--- config.mk ---
export PLATFORM = sky130hd
export DESIGN_NAME = jtframe_bank_sched
export DESIGN_NICKNAME = d
export VERILOG_FILES = /design/src/rtl/jtframe_sdram_pkg.sv /design/src/rtl/jtframe_rr_pick.sv /design/src/rtl/jtframe_bank_sched.sv
export SDC_FILE = /design/constraint.sdc
export NUM_CORES = 1
export LEC_CHECK = 0
export ABC_AREA = 1
export CAP_MARGIN = 40
export CELL_PAD_IN_SITES_DETAIL_PLACEMENT = 2
export CELL_PAD_IN_SITES_GLOBAL_PLACEMENT = 2
export CORE_ASPECT_RATIO = 0.6
export CORE_UTILIZATION = 19
export CTS_CLUSTER_SIZE = 25
export DETAILED_ROUTE_END_ITERATION = 6
export HOLD_SLACK_MARGIN = 0.03
export PLACE_DENSITY_LB_ADDON = 0.1
export SLEW_MARGIN = 20
export SYNTH_ARGS = -nofsm -noshare
export SYNTH_HDL_FRONTEND = slang
export SYNTH_SLANG_ARGS = --single-unit
--- constraint.sdc ---
create_clock -name clk -period 4.5 [get_ports clk]
set_clock_uncertainty 0.15 [all_clocks]
set_input_delay 0.45 -clock clk [delete_from_list [all_inputs] [get_ports clk]]
set_output_delay 0.45 -clock clk [all_outputs]
set_load 0.01 [all_outputs]
--- src/rtl/jtframe_sdram_pkg.sv ---
// jtframe_sdram_pkg: shared sizes and types for the SDRAM bank scheduler
package jtframe_sdram_pkg;
   localparam int SDRAMW_DEF = 22;
   localparam int NBANKS     = 4;
   typedef enum logic {GAME, PROG} owner_t;
   typedef enum logic {IDLE, ISSUE} state_t;
endpackage

--- src/rtl/jtframe_rr_pick.sv ---
// jtframe_rr_pick: combinational 4-way round-robin picker starting at ptr
module jtframe_rr_pick
   import jtframe_sdram_pkg::*;
(
   input  logic [NBANKS-1:0] req,
   input  logic [1:0]        ptr,
   output logic              gnt_valid,
   output logic [1:0]        gnt_idx
);
   // scan from the farthest offset back so the nearest request at or after ptr wins
   always_comb begin
      gnt_valid = |req;
      gnt_idx   = ptr;
      for (int k = NBANKS-1; k >= 0; k--)
         if (req[ptr + 2'(k)]) gnt_idx = ptr + 2'(k);
   end
endmodule

--- src/rtl/jtframe_bank_sched.sv ---
// jtframe_bank_sched: schedules four game banks plus the download channel onto one SDRAM command port
module jtframe_bank_sched
   import jtframe_sdram_pkg::*;
#(
   parameter int SDRAMW = SDRAMW_DEF,
   parameter bit BA0_WR = 1'b1
)(
   input  logic                 clk,
   input  logic                 rst,
   input  logic                 downloading,
   input  logic [4*SDRAMW-1:0]  ba_addr,
   input  logic [NBANKS-1:0]    ba_rd,
   input  logic [NBANKS-1:0]    ba_wr,
   input  logic [15:0]          ba0_din,
   input  logic [1:0]           ba0_din_m,
   output logic [NBANKS-1:0]    ba_ack,
   output logic [NBANKS-1:0]    ba_dst,
   output logic [NBANKS-1:0]    ba_dok,
   output logic [NBANKS-1:0]    ba_rdy,
   input  logic [SDRAMW-1:0]    prog_addr,
   input  logic [1:0]           prog_ba,
   input  logic                 prog_rd,
   input  logic                 prog_we,
   input  logic [15:0]          prog_data,
   input  logic [1:0]           prog_mask,
   output logic                 prog_ack,
   output logic                 prog_dst,
   output logic                 prog_dok,
   output logic                 prog_rdy,
   output logic                 cmd_req,
   output logic [1:0]           cmd_ba,
   output logic [SDRAMW-1:0]    cmd_addr,
   output logic                 cmd_wr,
   output logic [15:0]          cmd_din,
   output logic [1:0]           cmd_mask,
   input  logic                 cmd_ack,
   input  logic [1:0]           rsp_ba,
   input  logic                 rsp_dst,
   input  logic                 rsp_dok,
   input  logic                 rsp_rdy
);
   state_t            state, state_nxt;
   owner_t            owner [NBANKS];
   owner_t            cmd_own;
   logic [NBANKS-1:0] busy, greq;
   logic [1:0]        rr, gnt_idx, win_ba;
   logic [SDRAMW-1:0] win_addr;
   logic              gnt_valid, prog_el, load, grant, win_wr, hit, to_prog, unused_wr;

   assign unused_wr = ^ba_wr[3:1];
   assign prog_el   = (prog_we | prog_rd) & ~busy[prog_ba];

   // game banks compete only while idle and outside a download; only bank 0 may write
   always_comb begin
      for (int n = 0; n < NBANKS; n++) greq[n] = ba_rd[n] & ~busy[n] & ~downloading;
      greq[0] = (ba_rd[0] | (BA0_WR & ba_wr[0])) & ~busy[0] & ~downloading;
   end

   jtframe_rr_pick u_pick (
      .req       (greq),
      .ptr       (rr),
      .gnt_valid (gnt_valid),
      .gnt_idx   (gnt_idx)
   );

   // download always beats the game banks; writes beat reads on bank 0
   always_comb begin
      win_ba   = prog_el ? prog_ba : gnt_idx;
      win_addr = prog_el ? prog_addr : ba_addr[gnt_idx*SDRAMW +: SDRAMW];
      win_wr   = prog_el ? prog_we : (gnt_idx == 2'd0) & BA0_WR & ba_wr[0];
   end

   // next state: load a winner from IDLE, drop the command once the controller takes it
   always_comb begin
      load      = (state == IDLE) & (prog_el | gnt_valid);
      grant     = (state == ISSUE) & cmd_ack;
      state_nxt = load ? ISSUE : grant ? IDLE : state;
   end

   // command register, held stable for as long as cmd_req is up
   always_ff @(posedge clk or posedge rst) begin
      if (rst) begin
         state    <= IDLE;
         cmd_req  <= 1'b0;
         cmd_ba   <= '0;
         cmd_addr <= '0;
         cmd_wr   <= 1'b0;
         cmd_din  <= '0;
         cmd_mask <= '0;
         cmd_own  <= GAME;
      end else begin
         state <= state_nxt;
         if (load) begin
            cmd_req  <= 1'b1;
            cmd_ba   <= win_ba;
            cmd_addr <= win_addr;
            cmd_wr   <= win_wr;
            cmd_din  <= prog_el ? prog_data : ba0_din;
            cmd_mask <= prog_el ? prog_mask : ba0_din_m;
            cmd_own  <= prog_el ? PROG : GAME;
         end else if (grant) cmd_req <= 1'b0;
      end
   end

   // per-bank bookkeeping; a new grant overrides a completion on the same bank
   always_ff @(posedge clk or posedge rst) begin
      if (rst) begin
         busy <= '0;
         rr   <= '0;
         for (int n = 0; n < NBANKS; n++) owner[n] <= GAME;
      end else begin
         if (rsp_rdy & busy[rsp_ba]) busy[rsp_ba] <= 1'b0;
         if (grant) begin
            busy[cmd_ba]  <= 1'b1;
            owner[cmd_ba] <= cmd_own;
            if (cmd_own == GAME) rr <= cmd_ba + 2'd1;
         end
      end
   end

   // acks and responses go straight back to whoever owns the bank; idle banks drop responses
   always_comb begin
      hit      = busy[rsp_ba];
      to_prog  = owner[rsp_ba] == PROG;
      ba_ack   = (grant & (cmd_own == GAME)) ? NBANKS'(1) << cmd_ba : '0;
      prog_ack = grant & (cmd_own == PROG);
      ba_dst   = (rsp_dst & hit & ~to_prog) ? NBANKS'(1) << rsp_ba : '0;
      ba_dok   = (rsp_dok & hit & ~to_prog) ? NBANKS'(1) << rsp_ba : '0;
      ba_rdy   = (rsp_rdy & hit & ~to_prog) ? NBANKS'(1) << rsp_ba : '0;
      prog_dst = rsp_dst & hit & to_prog;
      prog_dok = rsp_dok & hit & to_prog;
      prog_rdy = rsp_rdy & hit & to_prog;
   end
endmodule

==> impl_metrics.tcl <==
set metrics [dict create \
    fmaxAchievable_mhz 309 \
    crit_fanout 36 \
    portBuffers 227 \
    r2r_setup_slack_ns 1.34 \
    cp-start-kind "input pin" \
    whs_ns 0.336 \
    cap_violations 0 \
    drive_above_1_share_pct 3.52 \
    slew_violations 0 \
    avgViaCountPerCell 4.50 \
    start_util_pct 19.4 \
    critical_path_class "input pin to flop" \
    htree_levels 2 \
    rows 39 \
    finalWeightedCongestion 0.760 \
    yosysWarnings 0 \
    rsz0062_at_grt "no" \
    first_global_vias 5101 \
    die_area_um2 20100 \
    p_leak_nw 2.86 \
    cts_setup_buffers 0 \
    core_area_um2 19000 \
    reg2reg_depth 13 \
    clkLatencyLatePin_ns 0.30 \
    globalRoute.totalOverflow 0 \
    r2r-end "cmd_addr[16]$_DFFE_PP0P_" \
    die_height_um 110 \
    synth_area_leaders "dfrtp_1 37%, nand2_1 22%, nand3_1 14%" \
    place_ws_ns 0.915 \
    clockBufferDepth 2 \
    ys_seq_area_share_pct 37.2 \
    worstHoldPathType "flop to flop" \
    synth_top_area_cell "dfrtp_1" \
    min_from "cmd_addr[5]$_DFFE_PP0P_" \
    r2r-start "rr[0]$_DFFE_PP0P_" \
    vdd_drop_max_mv 0.230 \
    syn_area_per_cell_um2 6.35 \
    status "finished clean" \
    fin_crit_sh_pct 71.8 \
    relSlewSlack_pct 52.2 \
    cts.clk_slew.worst_paths_ns 0.08 \
    drc 0 \
    yosysUniqueCellTypes 25 \
    wl_um 17700 \
    crit_start "downloading" \
    grt.total_usage_pct 17.6 \
    fin_setup_tns_ns 0 \
    cts_hold_buffers 0 \
    numCtsBuffers 5 \
    syn2layout_area_growth_pct 72.5 \
    ioPinCount 231 \
    cts.sinks 55 \
    grt_max_degree 49 \
    yosysTopAreaCellShare_pct 37.2 \
    drtAntennaViolNets 0 \
    worst_pin_slew_ns 0.716 \
    synth-seq-cells 55 \
    critical_path_required_ns 4.54 \
    setup_slack_ns 1.27 \
    power.density_nw_per_um2 675 \
    cp-end-kind "flop" \
    n_antenna_cell 0 \
    root_buffer "clkbuf_16" \
    setup_viol 0 \
    critPathArrivalTime_ns 3.27 \
    drt_iter0_drc 183 \
    num_vias 4684 \
    syn_area_um2 3700 \
    cts_tree "built" \
    fin_nets 966 \
    cp-endpoint "cmd_addr[16]$_DFFE_PP0P_" \
    cts_resized 0 \
    die_w_um 182 \
    finalHoldViolCount 0 \
    synth_cells 583 \
    finalCriticalPeriod_ns 3.23 \
    grt_first_pass_wirelength_um 27500 \
    place_hpwl_um 13900 \
    first_pass_iters 4 \
    wl_per_cell_um 17.0 \
    antenna_found_initial 0 \
    syn_nets 754 \
]
critical path, cell delays in order:
cell and delay (ns):
clkdlybuf4s50_1 0.47, nor2_1 0.21, nand3_1 0.13, nand2_1 0.13, nand2_1 0.09, nand2_1 0.09
inv_2 0.04, o21ai_2 0.07, nand3_2 0.41, nand2_4 0.56, inv_4 0.22, nand2_1 0.12
nand3_1 0.07, nand3_1 0.10, nand2_1 0.06
routing by layer:
layer / up-vias / track usage, % / wire length (µm) / share of wire [%]
li1: 2300 / - / - / -
met1: 2248 / 23.8 / 8710 / 49
met2: 132 / 27.9 / 7700 / 44
met3: 4 / 5.72 / 1220 / 6.9
met4: 0 / 2.04 / 68 / 0.38
met5: - / 0 / 0 / 0
per-stage QoR:
step           instances  total power, mW  util, %  cell area, µm²
2_1_floorplan        583             2.75        -            3700
3_3_place_gp        1033             3.82     32.5            6180
3_5_place_dp        1033             3.91     32.5            6180
4_1_cts             1041             4.41     33.4            6360
5_1_grt             1042             4.76     33.5            6380
6_report            1042             4.31     33.5            6380
cell usage after synthesis:
cell type  instances
o21ai_2            1
nor2_1            93
o22ai_1            5
nand3_2            1
inv_4              2
nand2_1          217
a221oi_1           2
nand3_1          103
a21oi_1            7
ha_1               4
nand3b_1           1
buf_6              4
clkbuf_1          15
inv_2              2
buf_2              9
a31oi_1           18
nand2_2            1
buf_4              2
nand2_4            1
o21ai_1            1
o211ai_1           1
inv_1             25
o21ai_0           12
nor2_2             1
dfrtp_1           55
state kept, by name, summed over array words and instances, names as in the netlist, 2 cells and up:
signal / cells
busy: 4
cmd_addr: 22
cmd_ba: 2
cmd_din: 16
cmd_mask: 2
owner: 4
rr: 2
final cells by class:
| class | instances | area (µm²) |
|---|---|---|
| multi-input combinational | 469 | 2060 |
| clock inverter | 3 | 46.3 |
| tap | 246 | 308 |
| fill | 2250 | 12600 |
| inverter | 29 | 114 |
| timing repair buffer | 235 | 2350 |
| sequential | 55 | 1380 |
| clock buffer | 5 | 125 |
power by group:
part	leakage [nW]	switching, mW	internal [mW]
sequential	0.642	0.179	0.754
clock	0.0804	0.205	0.266
combinational	2.14	1.78	1.12
how the worst min path moves through the flow:
stage                                     to  cells past startpoint
floorplan               owner[0]$_DFFE_PP0P_                      2
global placement    cmd_addr[13]$_DFFE_PP0P_                      2
detailed placement  cmd_addr[12]$_DFFE_PP0P_                      2
CTS                  cmd_addr[5]$_DFFE_PP0P_                      2
global route         cmd_addr[0]$_DFFE_PP0P_                      2
finish               cmd_addr[5]$_DFFE_PP0P_                      2
cell usage in the layout, fill, tap and decap left out, types with 2 or more instances in the layout:
master,instances
a221oi_1,2
a21oi_1,7
clkbuf_16,5
a31oi_1,18
o22ai_1,5
inv_1,24
nand3_1,103
nor2_1,93
o21ai_0,12
nand2_1,216
clkdlybuf4s50_1,227
inv_2,3
buf_4,7
dfrtp_1,55
ha_1,4
inv_4,2
nand2_2,2
logic make-up (layout without fill, tap and decap cells):
kind of cell | count (synthesis) | after routing | synth area share [%]
AOI/OAI and AO/OA | 47 | 47 | 7.51
adders and majority gates | 4 | 4 | 1.35
buffers and inverters | 59 | 272 | 7.44
DFF | 55 | 55 | 37.2
and+or+nand+nor | 418 | 418 | 46.5
(Power assumes the default switching activity.)
